==> src/rtl/db_req_if.sv <==
// SRIO logical-layer request/response AXIS channels shared by the doorbell sequencer and its link peer.
interface db_req_if;
    logic        ireq_tvalid_o;
    logic        ireq_tready_in;
    logic        ireq_tlast_o;
    logic [63:0] ireq_tdata_o;
    logic [7:0]  ireq_tkeep_o;
    logic [31:0] ireq_tuser_o;

    logic        iresp_tvalid_in;
    logic        iresp_tready_o;
    logic        iresp_tlast_in;
    logic [63:0] iresp_tdata_in;
    logic [7:0]  iresp_tkeep_in;
    logic [31:0] iresp_tuser_in;

    modport master (
        output ireq_tvalid_o, ireq_tlast_o, ireq_tdata_o, ireq_tkeep_o, ireq_tuser_o, iresp_tready_o,
        input  ireq_tready_in, iresp_tvalid_in, iresp_tlast_in, iresp_tdata_in, iresp_tkeep_in, iresp_tuser_in
    );

    modport slave (
        input  ireq_tvalid_o, ireq_tlast_o, ireq_tdata_o, ireq_tkeep_o, ireq_tuser_o, iresp_tready_o,
        output ireq_tready_in, iresp_tvalid_in, iresp_tlast_in, iresp_tdata_in, iresp_tkeep_in, iresp_tuser_in
    );
endinterface

==> src/rtl/db_req.sv <==
// Initiator-side SRIO doorbell/NWRITE sequencer: self-check doorbell handshake with retries,
// one counter-payload NWRITE, then a data doorbell whose echo completes the sequence.
module db_req #(
    parameter logic [33:0] NWR_ADDR    = 34'h0,
    parameter int          MAX_RETRY   = 4,
    parameter int          RETRY_GAP   = 16,
    parameter int          RSP_TIMEOUT = 4096
) (
    input  logic        log_clk,
    input  logic        log_rst_n,
    input  logic [15:0] src_id,
    input  logic [15:0] des_id,
    input  logic        start_in,
    input  logic [7:0]  nwr_size_in,
    db_req_if.master    srio,
    output logic        busy_o,
    output logic        done_o,
    output logic        error_o,
    output logic        ed_ready_o
);

    localparam logic [15:0] DB_SELF   = 16'h0101;
    localparam logic [15:0] DB_READY  = 16'h0100;
    localparam logic [15:0] DB_NREADY = 16'h01FF;
    localparam logic [15:0] DB_DATA   = 16'h0200;
    localparam logic [3:0]  FTYPE_DB  = 4'hA;
    localparam logic [3:0]  FTYPE_NWR = 4'h5;
    localparam logic [3:0]  TTYPE_NWR = 4'h4;

    typedef enum logic [3:0] {
        IDLE,
        SELF_DB,
        WAIT_RDY,
        RETRY,
        NWR_HDR,
        NWR_DATA,
        DATA_DB,
        WAIT_ACK,
        ERR
    } state_t;

    state_t      state;
    logic [7:0]  tid;
    logic [15:0] timer;
    logic [7:0]  gap_cnt;
    logic [3:0]  retry_cnt;
    logic [4:0]  beat;
    logic [7:0]  size_q;

    logic        req_valid;
    logic        req_last;
    logic [63:0] req_data;
    logic [7:0]  req_keep;
    logic [31:0] req_user;

    logic        tx_fire;
    logic        rsp_db;
    logic [15:0] rsp_info;
    logic [2:0]  last_rem;
    logic [7:0]  last_keep;
    logic [4:0]  last_idx;
    logic [4:0]  next_beat;
    logic        unused_rsp;

    function automatic logic [63:0] db_beat(input logic [7:0] t, input logic [15:0] info);
        return {t, FTYPE_DB, 4'h0, 1'b0, 2'h1, 1'b0, 12'h0, info, 16'h0};
    endfunction

    function automatic logic [63:0] nwr_hdr(input logic [7:0] t, input logic [7:0] sz);
        return {t, FTYPE_NWR, TTYPE_NWR, 1'b0, 2'h1, 1'b0, sz, 2'b00, NWR_ADDR};
    endfunction

    assign srio.ireq_tvalid_o  = req_valid;
    assign srio.ireq_tlast_o   = req_last;
    assign srio.ireq_tdata_o   = req_data;
    assign srio.ireq_tkeep_o   = req_keep;
    assign srio.ireq_tuser_o   = req_user;
    assign srio.iresp_tready_o = 1'b1;

    assign tx_fire   = req_valid && srio.ireq_tready_in;
    assign rsp_db    = srio.iresp_tvalid_in && (srio.iresp_tdata_in[55:52] == FTYPE_DB);
    assign rsp_info  = srio.iresp_tdata_in[31:16];

    // Partial final beat: valid bytes are packed from the MSB lane down.
    assign last_rem  = size_q[2:0] + 3'd1;
    assign last_keep = (last_rem == 3'd0) ? 8'hFF : 8'(8'hFF << (4'd8 - {1'b0, last_rem}));
    assign last_idx  = size_q[7:3];
    assign next_beat = beat + 5'd1;

    assign unused_rsp = ^{srio.iresp_tlast_in, srio.iresp_tkeep_in, srio.iresp_tuser_in,
                          srio.iresp_tdata_in[63:56], srio.iresp_tdata_in[51:32], srio.iresp_tdata_in[15:0]};

    // Sequencer FSM; every packet beat is loaded on the edge that enters its send state so the
    // AXIS outputs come straight from registers and stay frozen under back-pressure.
    always_ff @(posedge log_clk or negedge log_rst_n) begin
        if (!log_rst_n) begin
            state      <= IDLE;
            tid        <= 8'd0;
            timer      <= 16'd0;
            gap_cnt    <= 8'd0;
            retry_cnt  <= 4'd0;
            beat       <= 5'd0;
            size_q     <= 8'd0;
            req_valid  <= 1'b0;
            req_last   <= 1'b0;
            req_data   <= 64'd0;
            req_keep   <= 8'd0;
            req_user   <= 32'd0;
            busy_o     <= 1'b0;
            done_o     <= 1'b0;
            error_o    <= 1'b0;
            ed_ready_o <= 1'b0;
        end else begin
            done_o <= 1'b0;
            case (state)
                IDLE: begin
                    if (start_in) begin
                        size_q     <= nwr_size_in;
                        error_o    <= 1'b0;
                        ed_ready_o <= 1'b0;
                        retry_cnt  <= 4'd0;
                        busy_o     <= 1'b1;
                        req_valid  <= 1'b1;
                        req_data   <= db_beat(tid, DB_SELF);
                        req_keep   <= 8'hFF;
                        req_last   <= 1'b1;
                        req_user   <= {src_id, des_id};
                        state      <= SELF_DB;
                    end
                end

                SELF_DB: begin
                    if (tx_fire) begin
                        req_valid <= 1'b0;
                        tid       <= tid + 8'd1;
                        timer     <= 16'd0;
                        state     <= WAIT_RDY;
                    end
                end

                WAIT_RDY: begin
                    if (rsp_db && rsp_info == DB_READY) begin
                        ed_ready_o <= 1'b1;
                        req_valid  <= 1'b1;
                        req_data   <= nwr_hdr(tid, size_q);
                        req_keep   <= 8'hFF;
                        req_last   <= 1'b0;
                        req_user   <= {src_id, des_id};
                        state      <= NWR_HDR;
                    end else if (rsp_db && rsp_info == DB_NREADY) begin
                        retry_cnt <= retry_cnt + 4'd1;
                        gap_cnt   <= 8'd0;
                        if (retry_cnt + 4'd1 == 4'(MAX_RETRY)) begin
                            error_o <= 1'b1;
                            state   <= ERR;
                        end else begin
                            state   <= RETRY;
                        end
                    end else if (timer == 16'(RSP_TIMEOUT - 1)) begin
                        error_o <= 1'b1;
                        state   <= ERR;
                    end else begin
                        timer <= timer + 16'd1;
                    end
                end

                RETRY: begin
                    if (gap_cnt == 8'(RETRY_GAP - 1)) begin
                        req_valid <= 1'b1;
                        req_data  <= db_beat(tid, DB_SELF);
                        req_keep  <= 8'hFF;
                        req_last  <= 1'b1;
                        req_user  <= {src_id, des_id};
                        state     <= SELF_DB;
                    end else begin
                        gap_cnt <= gap_cnt + 8'd1;
                    end
                end

                NWR_HDR: begin
                    if (tx_fire) begin
                        beat     <= 5'd0;
                        req_data <= 64'd0;
                        req_last <= (last_idx == 5'd0);
                        req_keep <= (last_idx == 5'd0) ? last_keep : 8'hFF;
                        state    <= NWR_DATA;
                    end
                end

                NWR_DATA: begin
                    if (tx_fire) begin
                        if (req_last) begin
                            tid      <= tid + 8'd1;
                            req_data <= db_beat(tid + 8'd1, DB_DATA);
                            req_keep <= 8'hFF;
                            req_last <= 1'b1;
                            state    <= DATA_DB;
                        end else begin
                            beat     <= next_beat;
                            req_data <= {59'd0, next_beat};
                            req_last <= (next_beat == last_idx);
                            req_keep <= (next_beat == last_idx) ? last_keep : 8'hFF;
                        end
                    end
                end

                DATA_DB: begin
                    if (tx_fire) begin
                        req_valid <= 1'b0;
                        tid       <= tid + 8'd1;
                        timer     <= 16'd0;
                        state     <= WAIT_ACK;
                    end
                end

                WAIT_ACK: begin
                    if (rsp_db && rsp_info == DB_DATA) begin
                        done_o <= 1'b1;
                        busy_o <= 1'b0;
                        state  <= IDLE;
                    end else if (timer == 16'(RSP_TIMEOUT - 1)) begin
                        error_o <= 1'b1;
                        state   <= ERR;
                    end else begin
                        timer <= timer + 16'd1;
                    end
                end

                ERR: begin
                    busy_o <= 1'b0;
                    state  <= IDLE;
                end

                default: begin
                    req_valid <= 1'b0;
                    busy_o    <= 1'b0;
                    state     <= IDLE;
                end
            endcase
        end
    end

endmodule

==> src/flat_wrapper.sv <==
// flat-port wrapper written by rule: the top's interface ports become plain ports
module db_req_flat 
#(
    parameter logic [33:0] NWR_ADDR    = 34'h0,
    parameter int          MAX_RETRY   = 4,
    parameter int          RETRY_GAP   = 16,
    parameter int          RSP_TIMEOUT = 4096
)
  (log_clk, log_rst_n, src_id, des_id, start_in, nwr_size_in, busy_o, done_o, error_o, ed_ready_o, srio_ireq_tvalid_o, srio_ireq_tlast_o, srio_ireq_tdata_o, srio_ireq_tkeep_o, srio_ireq_tuser_o, srio_iresp_tready_o, srio_ireq_tready_in, srio_iresp_tvalid_in, srio_iresp_tlast_in, srio_iresp_tdata_in, srio_iresp_tkeep_in, srio_iresp_tuser_in);
  db_req_if srio_i ();
  input  logic log_clk;
  input  logic log_rst_n;
  input  logic [15:0] src_id;
  input  logic [15:0] des_id;
  input  logic start_in;
  input  logic [7:0] nwr_size_in;
  output logic busy_o;
  output logic done_o;
  output logic error_o;
  output logic ed_ready_o;
  output wire logic [$bits(srio_i.ireq_tvalid_o)-1:0] srio_ireq_tvalid_o;
  output wire logic [$bits(srio_i.ireq_tlast_o)-1:0] srio_ireq_tlast_o;
  output wire logic [$bits(srio_i.ireq_tdata_o)-1:0] srio_ireq_tdata_o;
  output wire logic [$bits(srio_i.ireq_tkeep_o)-1:0] srio_ireq_tkeep_o;
  output wire logic [$bits(srio_i.ireq_tuser_o)-1:0] srio_ireq_tuser_o;
  output wire logic [$bits(srio_i.iresp_tready_o)-1:0] srio_iresp_tready_o;
  input wire logic [$bits(srio_i.ireq_tready_in)-1:0] srio_ireq_tready_in;
  input wire logic [$bits(srio_i.iresp_tvalid_in)-1:0] srio_iresp_tvalid_in;
  input wire logic [$bits(srio_i.iresp_tlast_in)-1:0] srio_iresp_tlast_in;
  input wire logic [$bits(srio_i.iresp_tdata_in)-1:0] srio_iresp_tdata_in;
  input wire logic [$bits(srio_i.iresp_tkeep_in)-1:0] srio_iresp_tkeep_in;
  input wire logic [$bits(srio_i.iresp_tuser_in)-1:0] srio_iresp_tuser_in;
  assign srio_ireq_tvalid_o = srio_i.ireq_tvalid_o;
  assign srio_ireq_tlast_o = srio_i.ireq_tlast_o;
  assign srio_ireq_tdata_o = srio_i.ireq_tdata_o;
  assign srio_ireq_tkeep_o = srio_i.ireq_tkeep_o;
  assign srio_ireq_tuser_o = srio_i.ireq_tuser_o;
  assign srio_iresp_tready_o = srio_i.iresp_tready_o;
  assign srio_i.ireq_tready_in = srio_ireq_tready_in;
  assign srio_i.iresp_tvalid_in = srio_iresp_tvalid_in;
  assign srio_i.iresp_tlast_in = srio_iresp_tlast_in;
  assign srio_i.iresp_tdata_in = srio_iresp_tdata_in;
  assign srio_i.iresp_tkeep_in = srio_iresp_tkeep_in;
  assign srio_i.iresp_tuser_in = srio_iresp_tuser_in;
  db_req #(.NWR_ADDR(NWR_ADDR), .MAX_RETRY(MAX_RETRY), .RETRY_GAP(RETRY_GAP), .RSP_TIMEOUT(RSP_TIMEOUT)) u_core (.log_clk(log_clk), .log_rst_n(log_rst_n), .src_id(src_id), .des_id(des_id), .start_in(start_in), .nwr_size_in(nwr_size_in), .srio(srio_i), .busy_o(busy_o), .done_o(done_o), .error_o(error_o), .ed_ready_o(ed_ready_o));
endmodule
==> config.mk <==
export PLATFORM = sky130hd
export DESIGN_NAME = db_req_flat
export DESIGN_NICKNAME = d
export VERILOG_FILES = /design/src/rtl/db_req_if.sv /design/src/rtl/db_req.sv /design/src/flat_wrapper.sv
export SDC_FILE = /design/constraint.sdc
export NUM_CORES = 1
export LEC_CHECK = 0
export BUFFER_PORTS_ARGS = -buffer_cell sky130_fd_sc_hd__clkbuf_2
export CELL_PAD_IN_SITES_DETAIL_PLACEMENT = 0
export CELL_PAD_IN_SITES_GLOBAL_PLACEMENT = 1
export CORE_ASPECT_RATIO = 0.8
export CORE_UTILIZATION = 34
export CTS_CLUSTER_DIAMETER = 200
export DETAILED_ROUTE_END_ITERATION = 7
export GPL_TIMING_DRIVEN = 0
export PLACE_DENSITY = 0.84
export SLEW_MARGIN = 20
export SYNTH_ARGS = -nofsm -noshare
export SYNTH_HDL_FRONTEND = slang
export SYNTH_SLANG_ARGS = --single-unit
==> constraint.sdc <==
create_clock -name log_clk -period 2.3 [get_ports log_clk]
set_input_delay 0.23 -clock log_clk [delete_from_list [all_inputs] [get_ports log_clk]]
set_output_delay 0.23 -clock log_clk [all_outputs]
set_load 0.1 [all_outputs]
==> metrics.txt <==
status=finished, final reports clean; Final Cycle Share=96.8%; Post-synth EDFFs=0; flop-to-flop setup slack=0.07 ns; WL per Instance=14.7 um; fin crit period=2.23 ns; count of cell types in the netlist=78; VDD IR max=0.900 mV; Yosys top cell area share=a little under half; CTS Sinks=around 130; DRT Pass-1 Iters=5; cell area after synthesis=between 0.006 and 0.007 mm^2; antenna diode instance count=0; nets@finish=about 1,000; clk buf depth=2; fin util=a little under half; Inserted Clock Buffers=17; FMAX=~0.45 GHz; Avg Vias per Cell=about 4.9; non-filler cells, final=between 1,000 and 1,500; vias in the first global route=just over 5,000; drt drc=0; startpoint types=flop; met2 GRT Util=a little under a quarter; met3 Usage GRT=~3.8%; Rows=between 40 and 50; Die Area=about 0.020 mm^2; first-pass GRT wire length=26,500 um; GRT Total Usage=16.5%; latest clock arrival within the worst-skew pair=0.43 ns; final setup violation count=0; clock root buffer=clkbuf_16; Main synth FF type=dfrtp_1; core outline area=about 0.019 mm^2; Final Skew=around 0.010 ns; I/O Buffers=140; HPWL Detailed=between 10,000 and 15,000 um; final WL=approximately 16,000 um; Setup CP Type=reg -> reg; WP data required=approximately 2.6 ns; share of cells above drive strength 1=about 36%; Sum Neg Setup Slack=0 ns; Starting Density=a little over a third; worst slew pin tran=between 0.6 and 0.7 ns; H-tree level count=4; worst rel slew slack=between 60 and 70%; ranking of synthesized cells by area=dfrtp_1 46%, mux2_1 5.5%, buf_4 4.7%, nor4_4 3.5%, xnor2_1 2.8%; post-route ant nets=0; sequential fraction of the synthesis area=46.2%; Final Max Tran Viols=0; vias after detailed routing=roughly 5,400; async set-reset flop share out of synthesis=100%; syn avg cell area=10.7 um^2; initial antenna violation count=0; grt total ovfl=0; Die Ht=between 100 and 150 um; Setup crit end kind=flop; RSZ-0062 raised after global routing=true; crit path max fanout=8; #FFs+latches synth=roughly 130; leakage power=between 0.004 and 0.005 uW; YS warnings=0; CP arrival=2.54 ns; DP Cell Count=about 1,100; gr busiest metal=met1; Max Cap Violations=0; largest net degree at the start of global routing=84; DR iter-0 viols=between 300 and 400; area grow syn2layout=29.9%; Yosys top cell by area=dfrtp_1; Hold Fails Final Rpt=0; Pwr per Cell Area=about 1400 mW/mm^2; CTS tree=done; clock-pin slew on the worst setup and hold paths=around 0.060 ns; worst min path class=in -> reg; width of the die=around 160 um; gate count of the mapped netlist=around 640; placer congestion estimate=0.809; grt met1 use=about a quarter; io pins=between 200 and 300
-- sequential cells by signal (all words and copies together) (netlist names), 4 cells and up --
signal and count:
u_core.gap_cnt 8, u_core.srio.ireq_tdata_o 26, u_core.retry_cnt 4, u_core.beat 5
u_core.timer 16, u_core.tid 8, u_core.srio.ireq_tuser_o 32, u_core.size_q 8
u_core.state 4, u_core.srio.ireq_tkeep_o 8
-- timing repair --
item,4_1_cts,5_1_grt
resized for setup,14,36
gates cloned,0,0
hold endpoints to repair,42,0
hold buffers,1,0
setup buffers,3,7
setup endpoints to repair,68,84
pin swaps,2,4
-- worst max-delay path, cell delays in order, from the launching register on --
cell,delay [ns]
dfrtp_2,0.46
nor4_4,0.31
a21o_4,0.20
o41a_4,0.21
nand4b_4,0.14
or4_4,0.60
o22a_1,0.19
-- where the power goes --
group | switching, uW | internal (uW) | total [uW]
clock network | 1060 | 1660 | 2710
registers | 442 | 2780 | 3220
logic | 5050 | 1690 | 6740
-- cells by family (layout without fill, tap and decap cells) --
kind of cell	count (synthesis)	count (layout)	share of synthesized area, %
multiplexers	43	43	7.14
buffers and inverters	81	263	7.17
XOR/XNOR	30	30	4.10
flip-flops	125	125	46.2
adder cells (fa/ha/maj)	11	11	2.03
AND/OR/NAND/NOR	220	220	21.0
other	2	35	0.111
AO/OA/AOI/OAI	123	123	12.2
-- metal layers --
metal | up-vias | part of all wire, %
li1 | 2626 | -
met1 | 2573 | 49
met2 | 185 | 44
met3 | 14 | 6.3
met4 | 0 | 0.95
met5 | - | 0
-- final timing paths --
kind	start	to	cells after the start
worst min register to register	u_core.ed_ready_o	u_core.ed_ready_o	1
max in group asynchronous	log_rst_n	u_core.gap_cnt[5]	3
worst min-delay path	des_id[8]	u_core.srio.ireq_tuser_o[8]	2
min in group asynchronous	log_rst_n	u_core.srio.ireq_tdata_o[63]	2
worst max-delay path	u_core.gap_cnt[4]	u_core.srio.ireq_tkeep_o[5]	6
worst max register to register	u_core.gap_cnt[4]	u_core.srio.ireq_tkeep_o[5]	6
-- synthesized netlist by cell type (9+ instances only) --
master and n:
dfrtp_1 125, nand2_1 50, nor2_1 44, buf_4 42, mux2_1 33, nand3_1 27
o21ai_1 25, xnor2_1 22, a21oi_1 18, o21ai_0 16, clkbuf_1 14, and3_1 13
inv_1 13, a22o_1 11, ha_1 11, nor4_4 11, buf_2 10, nand2b_1 10
mux2_2 9
-- final cells by class --
| class | instances | area (um^2) |
|---|---|---|
| clock inverters | 13 | 139 |
| inverters | 13 | 48.8 |
| plain buffers | 66 | 464 |
| clock buffers | 19 | 453 |
| multi-input cells | 462 | 3400 |
| fillers | 1814 | 10500 |
| flip-flops and latches | 125 | 3140 |
| well taps | 258 | 323 |
| repair buffers | 152 | 822 |
-- cell usage in the layout (no fill, tap or decap), types with 13 or more instances in the layout --
master and count:
clkbuf_2 142, buf_4 56, inv_1 13, xnor2_1 22
nand2_1 50, o21ai_1 25, mux2_1 33, clkbuf_16 17
a21oi_1 18, nor2_1 41, conb_1 35, dfrtp_1 119
o21ai_0 16, nand3_1 26
-- through the flow --
step | cell area (um^2) | power, uW | setup slack, ns | hold slack (ns)
global route | 8790 | 13300 | -0.0107 | 0.0113
detailed placement | 7950 | 9760 | -0.350 | 0.190
floorplan | 6890 | 8460 | 0.0751 | -0.0656
global placement | 7920 | 9680 | -1.29 | 0.445
CTS | 8620 | 12600 | 0.00365 | 0.00190
finish | 8790 | 12700 | 0.0738 | 0.0168
Power figures use the tool's default switching activity.
